**config.mk**
```make
export PLATFORM = sky130hd
export DESIGN_NAME = mito_compute_core
export DESIGN_NICKNAME = d
export VERILOG_FILES = /design/src/rtl/mito_compute_core.sv
export SDC_FILE = /design/constraint.sdc
export NUM_CORES = 2
export LEC_CHECK = 0
export CORE_ASPECT_RATIO = 1.1
export CORE_MARGIN = 4
export CORE_UTILIZATION = 45
export DETAILED_ROUTE_END_ITERATION = 10
export PLACE_DENSITY = 0.65
export SYNTH_ARGS = -nofsm -noshare
export SYNTH_HDL_FRONTEND = slang
export SYNTH_SLANG_ARGS = --single-unit
export TNS_END_PERCENT = 5
```
**constraint.sdc**
```tcl
create_clock -name clk -period 6.3 [get_ports clk]
set_input_delay 1.26 -clock clk [delete_from_list [all_inputs] [get_ports clk]]
set_output_delay 1.26 -clock clk [all_outputs]
set_load 0.005 [all_outputs]
```
**src/rtl/mito_compute_core.sv**
```systemverilog
// mito_compute_core
//   Mode-switchable compute engine: multiply-accumulate (CONVOL / FULLY) or
//   max-pool over a configurable number of input beats per output, followed
//   by bias, optional ReLU, rounding right-shift, saturation and an output FIFO.
//
// Ports
//   clk, rst_n              clock, asynchronous active-low reset
//   cfg_mode/relu/shift/passes  group configuration, latched on a group's first beat
//   in_valid/in_ready       input beat handshake
//   in_ifm/in_wgt           packed signed lanes, lane 0 in the LSBs
//   in_bias                 signed bias, used on the first beat of a group only
//   out_valid/out_ready     output handshake (show-ahead FIFO head)
//   out_data                signed result, 0 while the FIFO is empty
//   busy                    group open or its result not yet in the FIFO
//   err_mode                one-cycle pulse after a beat with cfg_mode=00
module mito_compute_core #(
  parameter int DATA_W     = 8,
  parameter int LANES      = 9,
  parameter int ACC_W      = 32,
  parameter int OUT_W      = 8,
  parameter int POOL_LANES = 4,
  parameter int FIFO_DEPTH = 4
) (
  input  logic                    clk,
  input  logic                    rst_n,
  input  logic [1:0]              cfg_mode,
  input  logic                    cfg_relu,
  input  logic [4:0]              cfg_shift,
  input  logic [7:0]              cfg_passes,
  input  logic                    in_valid,
  output logic                    in_ready,
  input  logic [LANES*DATA_W-1:0] in_ifm,
  input  logic [LANES*DATA_W-1:0] in_wgt,
  input  logic [ACC_W-1:0]        in_bias,
  output logic                    out_valid,
  input  logic                    out_ready,
  output logic [OUT_W-1:0]        out_data,
  output logic                    busy,
  output logic                    err_mode
);

  localparam int PROD_W = 2 * DATA_W;
  localparam int PTR_W  = $clog2(FIFO_DEPTH);
  localparam int CNT_W  = PTR_W + 1;
  localparam int PEND_W = CNT_W + 1;

  localparam logic [1:0] MODE_INVALID = 2'b00;
  localparam logic [1:0] MODE_POOL    = 2'b11;

  localparam logic signed [ACC_W-1:0] ACC_MAX = {1'b0, {(ACC_W-1){1'b1}}};
  localparam logic signed [ACC_W-1:0] ACC_MIN = {1'b1, {(ACC_W-1){1'b0}}};
  localparam logic signed [ACC_W:0]   OUT_MAX = {{(ACC_W-OUT_W+2){1'b0}}, {(OUT_W-1){1'b1}}};
  localparam logic signed [ACC_W:0]   OUT_MIN = {{(ACC_W-OUT_W+2){1'b1}}, {(OUT_W-1){1'b0}}};

  // ---------------------------------------------------------------------------
  // Lane unpacking
  // ---------------------------------------------------------------------------
  logic signed [DATA_W-1:0] ifm_lane [LANES];
  logic signed [DATA_W-1:0] wgt_lane [LANES];

  generate
    for (genvar gi = 0; gi < LANES; gi++) begin : g_lane
      assign ifm_lane[gi] = in_ifm[gi*DATA_W +: DATA_W];
      assign wgt_lane[gi] = in_wgt[gi*DATA_W +: DATA_W];
    end
  endgenerate

  logic signed [DATA_W-1:0] pool_max;
  always_comb begin
    pool_max = ifm_lane[0];
    for (int i = 1; i < POOL_LANES; i++) begin
      if (ifm_lane[i] > pool_max) pool_max = ifm_lane[i];
    end
  end

  // ---------------------------------------------------------------------------
  // Group control: a group is open while the pass counter is non-zero. On the
  // first beat the live cfg_* inputs apply; afterwards the latched copies do.
  // ---------------------------------------------------------------------------
  logic [7:0] pass_cnt;
  logic [1:0] mode_reg;
  logic       relu_reg;
  logic [4:0] shift_reg;
  logic [7:0] passes_reg;

  logic       group_open;
  logic [1:0] eff_mode;
  logic       eff_relu;
  logic [4:0] eff_shift;
  logic [7:0] eff_passes;
  logic       accept, drop, beat, is_last;

  assign group_open = (pass_cnt != 8'd0);
  assign eff_mode   = group_open ? mode_reg  : cfg_mode;
  assign eff_relu   = group_open ? relu_reg  : cfg_relu;
  assign eff_shift  = group_open ? shift_reg : cfg_shift;
  assign eff_passes = group_open ? passes_reg : ((cfg_passes == 8'd0) ? 8'd1 : cfg_passes);
  assign accept     = in_valid && in_ready;
  // An invalid mode can only be latched on a first beat; such a beat is swallowed.
  assign drop       = accept && !group_open && (cfg_mode == MODE_INVALID);
  assign beat       = accept && !drop;
  assign is_last    = (pass_cnt == (eff_passes - 8'd1));

  always_ff @(posedge clk or negedge rst_n) begin
    if (!rst_n) begin
      pass_cnt   <= '0;
      mode_reg   <= '0;
      relu_reg   <= 1'b0;
      shift_reg  <= '0;
      passes_reg <= 8'd1;
      err_mode   <= 1'b0;
    end else begin
      err_mode <= drop;
      if (beat) begin
        if (!group_open) begin
          mode_reg   <= cfg_mode;
          relu_reg   <= cfg_relu;
          shift_reg  <= cfg_shift;
          passes_reg <= eff_passes;
        end
        pass_cnt <= is_last ? 8'd0 : (pass_cnt + 8'd1);
      end
    end
  end

  // ---------------------------------------------------------------------------
  // S1: per-lane products (or pool max) plus the beat's control tags
  // ---------------------------------------------------------------------------
  logic                     s1_valid, s1_first, s1_last, s1_pool, s1_relu;
  logic [4:0]               s1_shift;
  logic signed [ACC_W-1:0]  s1_bias;
  logic signed [PROD_W-1:0] s1_prod [LANES];
  logic signed [DATA_W-1:0] s1_pmax;

  always_ff @(posedge clk or negedge rst_n) begin
    if (!rst_n) begin
      s1_valid <= 1'b0;
      s1_first <= 1'b0;
      s1_last  <= 1'b0;
      s1_pool  <= 1'b0;
      s1_relu  <= 1'b0;
      s1_shift <= '0;
      s1_bias  <= '0;
      s1_pmax  <= '0;
      for (int i = 0; i < LANES; i++) s1_prod[i] <= '0;
    end else begin
      s1_valid <= beat;
      if (beat) begin
        s1_first <= !group_open;
        s1_last  <= is_last;
        s1_pool  <= (eff_mode == MODE_POOL);
        s1_relu  <= eff_relu;
        s1_shift <= eff_shift;
        s1_bias  <= in_bias;
        s1_pmax  <= pool_max;
        for (int i = 0; i < LANES; i++) s1_prod[i] <= ifm_lane[i] * wgt_lane[i];
      end
    end
  end

  // ---------------------------------------------------------------------------
  // S2: adder tree and saturating accumulator / running max
  // ---------------------------------------------------------------------------
  logic signed [ACC_W-1:0] prod_sum, acc_base, acc_sat, pmax_ext, acc_next;
  logic signed [ACC_W:0]   sum_wide;

  always_comb begin
    prod_sum = '0;
    for (int i = 0; i < LANES; i++) begin
      prod_sum = prod_sum + {{(ACC_W-PROD_W){s1_prod[i][PROD_W-1]}}, s1_prod[i]};
    end
  end

  logic signed [ACC_W-1:0] acc_reg;
  logic                    s2_done, s2_relu;
  logic [4:0]              s2_shift;

  always_comb begin
    acc_base = s1_first ? s1_bias : acc_reg;
    sum_wide = {acc_base[ACC_W-1], acc_base} + {prod_sum[ACC_W-1], prod_sum};
    // Overflow shows up as disagreement between the two top bits.
    if (sum_wide[ACC_W] != sum_wide[ACC_W-1]) acc_sat = sum_wide[ACC_W] ? ACC_MIN : ACC_MAX;
    else                                      acc_sat = sum_wide[ACC_W-1:0];
    pmax_ext = {{(ACC_W-DATA_W){s1_pmax[DATA_W-1]}}, s1_pmax};
    if (s1_pool) acc_next = (s1_first || (pmax_ext > acc_reg)) ? pmax_ext : acc_reg;
    else         acc_next = acc_sat;
  end

  always_ff @(posedge clk or negedge rst_n) begin
    if (!rst_n) begin
      acc_reg  <= '0;
      s2_done  <= 1'b0;
      s2_relu  <= 1'b0;
      s2_shift <= '0;
    end else begin
      s2_done <= s1_valid && s1_last;
      if (s1_valid) begin
        acc_reg  <= acc_next;
        s2_relu  <= s1_relu;
        s2_shift <= s1_pool ? 5'd0 : s1_shift;
      end
    end
  end

  // ---------------------------------------------------------------------------
  // S3: ReLU, rounding shift, saturation to OUT_W. Computed one bit wider than
  // the accumulator so adding the rounding constant cannot overflow.
  // ---------------------------------------------------------------------------
  logic signed [ACC_W-1:0] post_v;
  logic signed [ACC_W:0]   post_w, rnd;
  logic [OUT_W-1:0]        post_out;
  logic                    s3_valid;
  logic [OUT_W-1:0]        s3_data;

  assign rnd = {{ACC_W{1'b0}}, 1'b1} << (s2_shift - 5'd1);

  always_comb begin
    post_v = acc_reg;
    if (s2_relu && acc_reg[ACC_W-1]) post_v = '0;
    post_w = {post_v[ACC_W-1], post_v};
    if (s2_shift != 5'd0) post_w = (post_w + rnd) >>> s2_shift;
    if (post_w > OUT_MAX)      post_out = OUT_MAX[OUT_W-1:0];
    else if (post_w < OUT_MIN) post_out = OUT_MIN[OUT_W-1:0];
    else                       post_out = post_w[OUT_W-1:0];
  end

  always_ff @(posedge clk or negedge rst_n) begin
    if (!rst_n) begin
      s3_valid <= 1'b0;
      s3_data  <= '0;
    end else begin
      s3_valid <= s2_done;
      if (s2_done) s3_data <= post_out;
    end
  end

  // ---------------------------------------------------------------------------
  // Output FIFO (show-ahead). in_ready reserves a slot for every result still
  // in the pipeline, so a push never finds the FIFO full without a pop.
  // ---------------------------------------------------------------------------
  logic [OUT_W-1:0] fifo_mem [FIFO_DEPTH];
  logic [PTR_W-1:0] wr_ptr, rd_ptr;
  logic [CNT_W-1:0] fifo_count;
  logic             push, pop;
  logic [PEND_W-1:0] pending;

  assign push      = s3_valid;
  assign out_valid = (fifo_count != '0);
  assign pop       = out_valid && out_ready;
  assign out_data  = out_valid ? fifo_mem[rd_ptr] : '0;

  always_ff @(posedge clk) begin
    if (push) fifo_mem[wr_ptr] <= s3_data;
  end

  always_ff @(posedge clk or negedge rst_n) begin
    if (!rst_n) begin
      wr_ptr     <= '0;
      rd_ptr     <= '0;
      fifo_count <= '0;
    end else begin
      if (push) wr_ptr <= wr_ptr + 1'b1;
      if (pop)  rd_ptr <= rd_ptr + 1'b1;
      case ({push, pop})
        2'b10:   fifo_count <= fifo_count + 1'b1;
        2'b01:   fifo_count <= fifo_count - 1'b1;
        default: fifo_count <= fifo_count;
      endcase
    end
  end

  assign pending  = PEND_W'(fifo_count) + PEND_W'(s1_valid && s1_last)
                  + PEND_W'(s2_done) + PEND_W'(s3_valid);
  assign in_ready = (pending < PEND_W'(FIFO_DEPTH));
  assign busy     = group_open || (s1_valid && s1_last) || s2_done || s3_valid;

endmodule

```
==> out/qor.txt <==
buffer and inverter count on the worst path: 5
max_slew headroom: 32.66%
syn nets: 6334
reg-to-reg slack, setup: -90 ps
total CTS buffers: 37
via/cell ratio: 5.364
grt ovf: 0
vias in the first global route: 40189
failing checks: setup timing
met1 GRT Util: 32.78%
Fillers: 9209
layout cells sized above 1: 13.95%
pre-CTS setup slack: -722.8 ps
Reg with most FFs: s1_prod
# rows: 122
IO Pins: 208
# nets final: 7028
Synth Flop Type: dfrtp_1
GPL Wtd Cong: 0.9975
Mean Syn Cell Area: 8.968 um^2
vias: 38212
post-layout util: 54.72%
Crit path max-delay family: adder cells
kind of critical path: register to register
R2R depth: 24
Layout Cells excl Fill: 7124
Worst Setup End Kind: register
max reg flops: 144
R2R Path Start: s1_prod[18]
first-pass GRT wire length: 222.7 mm
area delta synth->final: 20.50%
crit-path cells: fa_1 -> fa_1 -> fa_1 -> fa_1 -> inv_2 -> fa_1 -> inv_2 -> ha_4 -> a21o_1 -> a21o_1 -> a2111oi_4 -> o31ai_4 -> a2111oi_4 -> o21bai_2 -> o31ai_4 -> nor3_2 -> a211o_1 -> xor2_2 -> xnor2_2 -> buf_6 -> buf_12 -> buf_16 -> nand2_1 -> a21oi_2
drt wl/cell: 19.58 um
clk buf depth: 3
GR Util All Layers: 26.33%
Initial Utilization: 45.41%
PortBufs: 207
Root Buffer: clkbuf_16
busiest grt layer: met2
CP required: 6770 ps
Worst-Skew Late Latency: 570 ps
number of synthesized flops with an enable pin: 32
met3 Usage GRT: 2.504%
initial antenna violation count: 2
# hold bufs at CTS: 0
CP max FO: 6
Die Span X: 312.0 um
critical path arrival: 6860 ps
Hold WC Path Type: register to register
max-slew violation count: 0
DPL Wire Length: 117.5 mm
Final Cell Area: 55130 um^2
status: complete, but fails checks
Slew @ Worst Pin: 1010 ps
CTS tree: done
met2 usage: 47.51%
CP max-delay cell: fa_1
final setup margin: -92.60 ps
Post-DP Area: 53380 um^2
Crit. Startpoint: s1_prod[18]
H-tree lvl count: 2
clk sinks: 300
Mapped Cells: 5101
reg-to-reg endpoint: acc_reg[9]
fraction of registers with async set/reset: 89.33%
DRT Pass-1 Iters: 8
Clock Skew: 33.60 ps
total wire length: 139.5 mm
fin crit period: 6393 ps
placed insts: 7038
total of max-cap violations: 0
Fin. Hold Viols: 0
Die H: 342.4 um
Warnings, synthesis: 0
Max Clk Rate: 156.4 MHz
count of cell types in the netlist: 95
crit start category: register
CP Depth: 24
most used cell, CP: fa_1
Post-Syn Area: 45750 um^2
core area: 100700 um^2
setup repair after global routing missed its margin: true
slowest stage delay, CP: 600 ps
die area: 106800 um^2
Setup Viol. Count Final: 25
final worst-path cycle share: 101.5%
register area share after synthesis: 16.76%
Worst-path clk slew: 60 ps
largest net degree at the start of global routing: 196
Iteration-0 DRC Markers: 2622
Detail Route Antenna Nets: 0
Seq cells post-synth: 300
DRC violations left: 0
Setup crit end: acc_reg[9]
==> stage by stage <==
| step | setup TNS [ps] | hold slack [ps] |
|---|---|---|
| after floorplan | -38.81 | 437.6 |
| after global placement | -10370 | 459.3 |
| after detailed placement | -14420 | 462.7 |
| after CTS | -4517 | 478.4 |
| after global routing | -10000 | 501.3 |
| final | -1046 | 478.6 |
==> worst reg2reg max path, delay by kind of cell, from the launching register on <==
kind	cells	cell delay [ps]
flip-flops	1	400
adder cells (fa/ha/maj)	6	2810
AO/OA/AOI/OAI	9	2120
AND/OR/NAND/NOR	2	160
buffers and inverters	5	480
XOR/XNOR	2	340
==> cells by family after synthesis <==
| group | Yosys count | share of synthesized area [%] |
|---|---|---|
| simple gates | 1544 | 16.24 |
| fa+ha+maj | 1037 | 38.91 |
| buf+inv | 979 | 8.128 |
| compound gates | 886 | 12.35 |
| flops | 300 | 16.76 |
| xor+xnor | 234 | 4.529 |
| mux | 121 | 3.077 |
==> routing by layer <==
layer,vias up,share of wire [%],wire [um]
met2,1067,51,71190
met5,-,0.0093,13
li1,17912,-,-
met4,2,4.4,6126
met3,270,4.7,6497
met1,18961,40,55620
==> worst min path at each step <==
stage | start | end | slack [ps] | cells after the start
2_1_floorplan | s2_done | push | 440 | 0
3_3_place_gp | s1_bias[7] | s1_bias[7] | 460 | 2
3_5_place_dp | s1_bias[31] | s1_bias[31] | 460 | 2
4_1_cts | s1_bias[31] | s1_bias[31] | 480 | 2
5_1_grt | s1_last | s1_last | 500 | 1
6_report | s1_bias[31] | s1_bias[31] | 480 | 2
==> repair_timing <==
item | in CTS | in global routing
gates cloned | 3 | 1
resized for setup | 23 | 61
setup buffers | 8 | 8
pin swaps | 44 | 23
endpoints found under the setup margin | 39 | 40
==> cell usage after synthesis (11+ instances only) <==
master / instances / share of area (%)
a211o_1: 15 / 0.29
o21ai_0: 236 / 2.6
a221oi_1: 14 / 0.27
a31oi_1: 12 / 0.16
o211ai_1: 31 / 0.51
xnor2_1: 174 / 3.3
or3_1: 15 / 0.21
xor2_1: 57 / 1.1
a211oi_1: 17 / 0.28
fa_1: 643 / 28
ha_1: 394 / 11
nor2_1: 196 / 1.6
mux2i_1: 81 / 1.8
o221ai_1: 11 / 0.21
o21bai_1: 68 / 1.1
nand2_1: 704 / 5.8
buf_2: 17 / 0.19
buf_1: 14 / 0.11
nand4_1: 38 / 0.52
dfrtp_1: 267 / 15
mux2_2: 27 / 0.66
mux4_2: 13 / 0.64
a22oi_1: 16 / 0.26
and2_1: 356 / 4.9
o22ai_1: 14 / 0.19
nand2b_1: 66 / 0.90
and3_1: 14 / 0.19
edfxtp_1: 32 / 2.1
inv_1: 818 / 6.7
a21oi_1: 264 / 2.9
clkbuf_1: 124 / 1.0
nor2b_1: 16 / 0.22
a21o_1: 62 / 1.0
nand3_1: 52 / 0.57
o2111ai_1: 11 / 0.21
nor3_1: 32 / 0.35
o21a_1: 22 / 0.36
==> area by class of cell <==
class	count	area [um^2]	share of cell area [%]
Multi-Input combinational cell	3822	34670	62.89
Sequential cell	300	7670	13.91
Timing Repair Buffer	814	6828	12.39
Inverter	820	3079	5.586
Tap cell	1302	1629	2.955
Clock buffer	43	968.4	1.757
Clock inverter	22	281.5	0.5107
Antenna cell	1	2.502	0.004539
==> placed cells by master, fill, tap and decap left out, drive strengths merged, types with 38 or more instances in the layout <==
master,count
nand3,52
clkbuf,45
nor2,196
xor2,57
dfrtp,267
a21o,62
nand2,704
and2,357
xnor2,177
nand2b,66
o21ai,242
buf,608
clkdlybuf4s50,197
nand4,38
fa,643
inv,827
o21bai,68
mux2i,81
ha,394
a21oi,265
Power is left out: the tool's default activity adds up to more than one toggle a clock period on the data nets, which glitch-free logic cannot reach.
